## config.mk

```make
export PLATFORM = sky130hd
export DESIGN_NAME = delay_line_meas
export DESIGN_NICKNAME = d
export VERILOG_FILES = /design/src/rtl/delay_line_meas.sv
export SDC_FILE = /design/constraint.sdc
export NUM_CORES = 1
export LEC_CHECK = 0
export ABC_AREA = 1
export BUFFER_PORTS_ARGS = -buffer_cell sky130_fd_sc_hd__clkbuf_2
export CORE_MARGIN = 2
export CORE_UTILIZATION = 55
export DETAILED_ROUTE_END_ITERATION = 8
export PLACE_DENSITY_LB_ADDON = 0.25
export SLEW_MARGIN = 30
export SYNTH_ARGS = -nofsm -noshare
export SYNTH_HDL_FRONTEND = slang
export SYNTH_SLANG_ARGS = --single-unit
```

## constraint.sdc

```tcl
create_clock -name clk -period 53.4 [get_ports clk]
set_clock_uncertainty 0.1 [all_clocks]
set_input_delay 5.34 -clock clk [delete_from_list [all_inputs] [get_ports clk]]
set_output_delay 5.34 -clock clk [all_outputs]
set_load 0.03 [all_outputs]
```

## src/rtl/delay_line_meas.sv

```systemverilog
// Tapped delay line measurement stage: launches an edge, captures the thermometer-coded
// taps, averages 2^AVG_LOG2 tap counts. Optional min/max tracking: DELAY_LINE_MEAS_MINMAX_EN.
module delay_line_meas #(
  parameter int TAPS        = 64,
  parameter int CW          = $clog2(TAPS + 1),
  parameter int AVG_LOG2    = 2,
  parameter int RECOVER_CYC = 4
) (
  input  logic            clk,
  input  logic            rst,
  input  logic            i_start,
  output logic            o_launch,
  input  logic [TAPS-1:0] i_taps,
  output logic            o_busy,
  output logic            o_valid,
  input  logic            i_ready,
  output logic [CW-1:0]   o_count,
  output logic            o_bubble
`ifdef DELAY_LINE_MEAS_MINMAX_EN
  ,
  output logic [CW-1:0]   o_min,
  output logic [CW-1:0]   o_max
`endif
);

  localparam int AW   = CW + AVG_LOG2;
  localparam int SW   = AVG_LOG2 + 1;
  localparam int RW   = (RECOVER_CYC > 0) ? $clog2(RECOVER_CYC + 1) : 1;
  localparam int NSMP = 1 << AVG_LOG2;

  typedef enum logic [2:0] {S_IDLE, S_LAUNCH, S_SAMPLE, S_RECOVER, S_DONE} state_t;

  state_t          state_q, state_d;
  logic [TAPS-1:0] tap_q;
  logic [AW-1:0]   acc_q, acc_d, acc_sum;
  logic [SW-1:0]   smp_q, smp_d;
  logic [RW-1:0]   rc_q, rc_d;
  logic            bub_q, bub_d;
  logic [CW-1:0]   count_q, count_d;
  logic            obub_q, obub_d;
  logic            launch_q, launch_d;
  logic            valid_q, valid_d;
  logic            busy_q, busy_d;
  logic [CW-1:0]   cnt_v;
  logic            bub_v;
  logic            zero_seen;
`ifdef DELAY_LINE_MEAS_MINMAX_EN
  logic [CW-1:0]   min_q, min_d, max_q, max_d;
  logic [CW-1:0]   omin_q, omin_d, omax_q, omax_d;
  logic [CW-1:0]   min_upd, max_upd;
`endif

  // Ones run from bit 0; any 1 after the first 0 is a thermometer bubble.
  always_comb begin
    cnt_v     = '0;
    bub_v     = 1'b0;
    zero_seen = 1'b0;
    for (int unsigned i = 0; i < TAPS; i++) begin
      if (tap_q[i]) begin
        if (zero_seen) bub_v = 1'b1;
        else           cnt_v = cnt_v + CW'(1);
      end else begin
        zero_seen = 1'b1;
      end
    end
  end

  assign acc_sum = acc_q + AW'(cnt_v);
`ifdef DELAY_LINE_MEAS_MINMAX_EN
  assign min_upd = (cnt_v < min_q) ? cnt_v : min_q;
  assign max_upd = (cnt_v > max_q) ? cnt_v : max_q;
`endif

  always_comb begin
    state_d = state_q;
    acc_d   = acc_q;
    smp_d   = smp_q;
    rc_d    = rc_q;
    bub_d   = bub_q;
    count_d = count_q;
    obub_d  = obub_q;
`ifdef DELAY_LINE_MEAS_MINMAX_EN
    min_d   = min_q;
    max_d   = max_q;
    omin_d  = omin_q;
    omax_d  = omax_q;
`endif
    case (state_q)
      S_IDLE: begin
        if (i_start) begin
          state_d = S_LAUNCH;
          acc_d   = '0;
          smp_d   = '0;
          bub_d   = 1'b0;
`ifdef DELAY_LINE_MEAS_MINMAX_EN
          min_d   = CW'(TAPS);
          max_d   = '0;
`endif
        end
      end
      S_LAUNCH: state_d = S_SAMPLE;
      S_SAMPLE: begin
        acc_d = acc_sum;
        bub_d = bub_q | bub_v;
        smp_d = smp_q + SW'(1);
`ifdef DELAY_LINE_MEAS_MINMAX_EN
        min_d = min_upd;
        max_d = max_upd;
`endif
        rc_d  = '0;
        if (smp_q == SW'(NSMP - 1)) begin
          state_d = S_DONE;
          count_d = CW'(acc_sum >> AVG_LOG2);
          obub_d  = bub_q | bub_v;
`ifdef DELAY_LINE_MEAS_MINMAX_EN
          omin_d  = min_upd;
          omax_d  = max_upd;
`endif
        end else if (RECOVER_CYC == 0) begin
          state_d = S_LAUNCH;
        end else begin
          state_d = S_RECOVER;
        end
      end
      S_RECOVER: begin
        rc_d = rc_q + RW'(1);
        if (rc_q == RW'(RECOVER_CYC - 1)) state_d = S_LAUNCH;
      end
      S_DONE: begin
        if (i_ready) state_d = S_IDLE;
      end
      default: state_d = S_IDLE;
    endcase
  end

  // Output flags are registered copies of the next state's decode.
  assign launch_d = (state_d == S_LAUNCH);
  assign valid_d  = (state_d == S_DONE);
  assign busy_d   = (state_d != S_IDLE);

  always_ff @(posedge clk or posedge rst) begin
    if (rst) begin
      state_q  <= S_IDLE;
      tap_q    <= '0;
      acc_q    <= '0;
      smp_q    <= '0;
      rc_q     <= '0;
      bub_q    <= 1'b0;
      count_q  <= '0;
      obub_q   <= 1'b0;
      launch_q <= 1'b0;
      valid_q  <= 1'b0;
      busy_q   <= 1'b0;
`ifdef DELAY_LINE_MEAS_MINMAX_EN
      min_q    <= '0;
      max_q    <= '0;
      omin_q   <= '0;
      omax_q   <= '0;
`endif
    end else begin
      state_q  <= state_d;
      tap_q    <= i_taps;
      acc_q    <= acc_d;
      smp_q    <= smp_d;
      rc_q     <= rc_d;
      bub_q    <= bub_d;
      count_q  <= count_d;
      obub_q   <= obub_d;
      launch_q <= launch_d;
      valid_q  <= valid_d;
      busy_q   <= busy_d;
`ifdef DELAY_LINE_MEAS_MINMAX_EN
      min_q    <= min_d;
      max_q    <= max_d;
      omin_q   <= omin_d;
      omax_q   <= omax_d;
`endif
    end
  end

  assign o_launch = launch_q;
  assign o_busy   = busy_q;
  assign o_valid  = valid_q;
  assign o_count  = count_q;
  assign o_bubble = obub_q;
`ifdef DELAY_LINE_MEAS_MINMAX_EN
  assign o_min    = omin_q;
  assign o_max    = omax_q;
`endif

endmodule
```

==> summary.txt <==
Run status
  • Status: finished, final reports clean

Timing
  • Final WS setup: 22270 ps
  • # setup viols final: 0
  • Fin crit period: roughly 31000 ps
  • Setup TNS: 0 ps
  • Least-Margin Pin Slew: about 850 ps
  • Final hold vios: 0
  • Final Slew Violations: 0
  • Final period util: roughly three fifths
  • Max-slew headroom: a little over two fifths
  • RSZ-0062 raised after global routing: false
  • F_max: 32.1 MHz

Layout
  • Most frequent cells in the layout: nand2_1, inv_1, nand3_1
  • Commonest non-fill, non-tap cell in the layout: nand2_1
  • Area growth, synth to finish: 8.20%
  • Nets: 2467
  • Final core occ: 60.7%
  • Diodes inserted: 0
  • Fraction of layout cells with a size suffix above 1: ~15%

Placement
  • PortBufs: 78
  • Place WS: 22680 ps
  • HPWL after detailed placement: 22.2 mm
  • GP Congestion: 0.860

Setup path
  • Buffers & Inverters on Critical Path: 27
  • R2r worst-path depth: 223
  • CP Launch Point: tap_q[1]
  • Setup crit end: acc_q[7]
  • Crit path depth: 223
  • Flop2flop setup slack: 22270 ps
  • Worst Path Max Fanout: 5
  • Worst setup SP type: register
  • FF-to-FF End: acc_q[7]
  • Slowest cell on crit path: dfrtp_1
  • WS Path Type: reg -> reg
  • Most used cell along the critical path: nand2_1
  • CP required: 53500 ps
  • CP top delay family: adder cells
  • CP Capture Type: register
  • CP peak stage delay: 400 ps
  • Data arrival time of the critical path: 31230 ps
  • Reg-to-Reg Start: tap_q[1]

Detailed routing
  • # DRC: 0
  • Routed WL: approximately 27 mm
  • Post-route ant nets: 0
  • Wire length per cell: 10.1 um
  • First DRT Iteration DRCs: 547
  • Avg Vias per Cell: 4.97
  • Via Count: 13200
  • Detailed Routing Iterations Pass 1: 6

Synth
  • Synth top area share: a little under a fifth
  • Simple-Gate Fraction of Synth Area: 49.3%
  • Largest family of logic cells by synthesized area: simple AND/OR/NAND/NOR gates
  • Compound-Gate Fraction of Synth Area: roughly a tenth
  • Synth Cell Area: around 0.013 mm^2
  • Xor and xnor area share after synthesis: 1.47%
  • Top post-synthesis cells by area: nand2_1, dfrtp_1, inv_1, nand3_1, ha_1
  • FF+latch count, synth: 94
  • Synth warn: 0
  • Prevailing post-synth register cell: dfrtp_1
  • Asr flop ratio synth: between 90% and 100%
  • Distinct cell type count after synthesis: 54
  • Syn Nets: 2380
  • Adder-Cell Fraction of Synth Area: 7.07%
  • Syn avg cell area: between 5 and 6 um^2
  • Cell taking the most area after synthesis: nand2_1
  • Cells after Synth: 2238
  • Number of synthesized flops with an enable pin: 0
  • Mux share of post-synthesis cell area: 0.0853%
  • Seq/Total Area, Yosys: between 10% and 20%

Clock network
  • CTS tree: built
  • Clk slew on worst S/H paths: roughly 70 ps
  • Post-cts sizing count: 0
  • Number of setup buffers added after CTS: 0
  • Htree depth: 3
  • Root Driver: clkbuf_16
  • Clock Latency Late Sink: 360 ps
  • CTS Buffer Depth: 2
  • Number of CTS-inserted buffers: 9
  • Hold buffers post-CTS: 0
  • Sink Count: 94

GRT
  • Initial antenna violation count: 0
  • Met1 track demand over resource: 28.3%
  • M2 GR Usage: 38.2%
  • Total routing usage reported by global routing: 21.5%
  • GRT met3 Usage: 2.66%
  • Global-route wire length before repair: 48.7 mm
  • Vias in the first global route: 12000
  • GRT overflow: 0
  • Gr busiest metal: met2
  • Pin count of the biggest net entering global routing: 68

Pwr
  • Pwr/cell area: 16.7 mW/mm^2
  • Peak VDD IR: 12.7 uV
  • Leakage power: approximately 8.2 nW

Floorplan
  • Core area: approximately 0.024 mm^2
  • Starting density of the core: 56.1%
  • Die W: around 160 um
  • Die H: 159 um
  • Rows: 56
  • IO Count: 79
  • Die area: 0.0253 mm^2

Job
  • Max cap viols: 0

Min path
  • Hold WC Path Type: reg -> reg
report_power, final:
part / leakage [nW] / total, mW / switching, mW / internal, mW
clock network: 0.143 / 0.0676 / 0.0310 / 0.0366
logic: 6.92 / 0.0805 / 0.0536 / 0.0269
registers: 1.13 / 0.0906 / 0.00799 / 0.0826
total: 8.20 / 0.239 / 0.0926 / 0.146
how the worst min path moves through the flow:
stage	start	end	slack [ps]	cells after the start
2_1_floorplan	smp_q[0]	smp_q[0]	350	1
3_3_place_gp	o_count[4]	o_count[4]	370	2
3_5_place_dp	smp_q[0]	smp_q[0]	380	1
4_1_cts	smp_q[0]	smp_q[0]	390	1
5_1_grt	o_count[2]	o_count[2]	420	2
6_report	o_count[3]	o_count[3]	390	2
per-layer routing:
layer | vias to the layer above | share of wire, %
met4 | 0 | 1.3
met2 | 163 | 46
met1 | 5694 | 50
met3 | 30 | 2.7
li1 | 7271 | -
met5 | - | 0
kinds of logic after synthesis:
kind of cell    Yosys count
compound gates          217
xor+xnor                 20
fa+ha+maj                74
buf+inv                 494
flops                    94
simple gates           1338
mux                       1
synth_stat cells, types with 2 or more instances:
library cell,number
o221ai_1,5
xor2_1,15
o311ai_0,3
o211ai_1,15
or2_1,9
clkbuf_1,3
o21bai_1,2
nor2_4,21
clkinv_1,5
o31ai_1,2
o22ai_1,8
nand2_2,68
nand2_4,11
nand4_1,68
a21oi_2,11
nor2_2,12
dfrtp_1,94
a21oi_1,48
inv_4,3
o2111ai_1,3
xnor2_1,4
nor3_1,5
o211ai_2,2
nand3_1,257
inv_1,422
nand2_1,636
o21ai_0,76
nand3_2,31
ha_1,73
nor2_8,15
o21ai_1,22
nand3b_1,11
inv_2,60
o21ai_2,12
nor2_1,187
flip-flops by register name, summed over array words and instances, names as in the netlist:
| signal | flops |
|---|---|
| tap_q | 64 |
| state_q | 3 |
| o_launch | 1 |
| bub_q | 1 |
| smp_q | 3 |
| o_valid | 1 |
| o_busy | 1 |
| acc_q | 9 |
| o_bubble | 1 |
| rc_q | 3 |
| o_count | 7 |
worst register-to-register path, delay by kind of cell, from the launching register on:
family                     cells  cell delay (ps)
xor gates and xnor gates       4              670
DFF                            1              400
buffers and inverters         27             1750
AOI/OAI and AO/OA             69             9680
and+or+nand+nor               87             8030
adders and majority gates     36            10250
through the flow:
| step | std cells | total power, mW | instance area, um^2 | hold WS, ps |
|---|---|---|---|---|
| 2_1_floorplan | 2238 | 0.151 | 13200 | 350 |
| 3_3_place_gp | 2633 | 0.169 | 14000 | 368 |
| 3_5_place_dp | 2633 | 0.172 | 14000 | 378 |
| 4_1_cts | 2648 | 0.241 | 14300 | 388 |
| 5_1_grt | 2648 | 0.258 | 14300 | 424 |
| 6_report | 2648 | 0.239 | 14300 | 391 |
area by class of cell:
cell class / count / area (um^2)
Sequential cell: 94 / 2350
Multi-Input combinational cell: 1650 / 8980
Inverter: 491 / 1850
Tap cell: 319 / 399
Clock inverter: 6 / 68.8
Timing Repair Buffer: 79 / 398
Clock buffer: 9 / 225
Fill cell: 2305 / 9260
(Power assumes the default switching activity.)
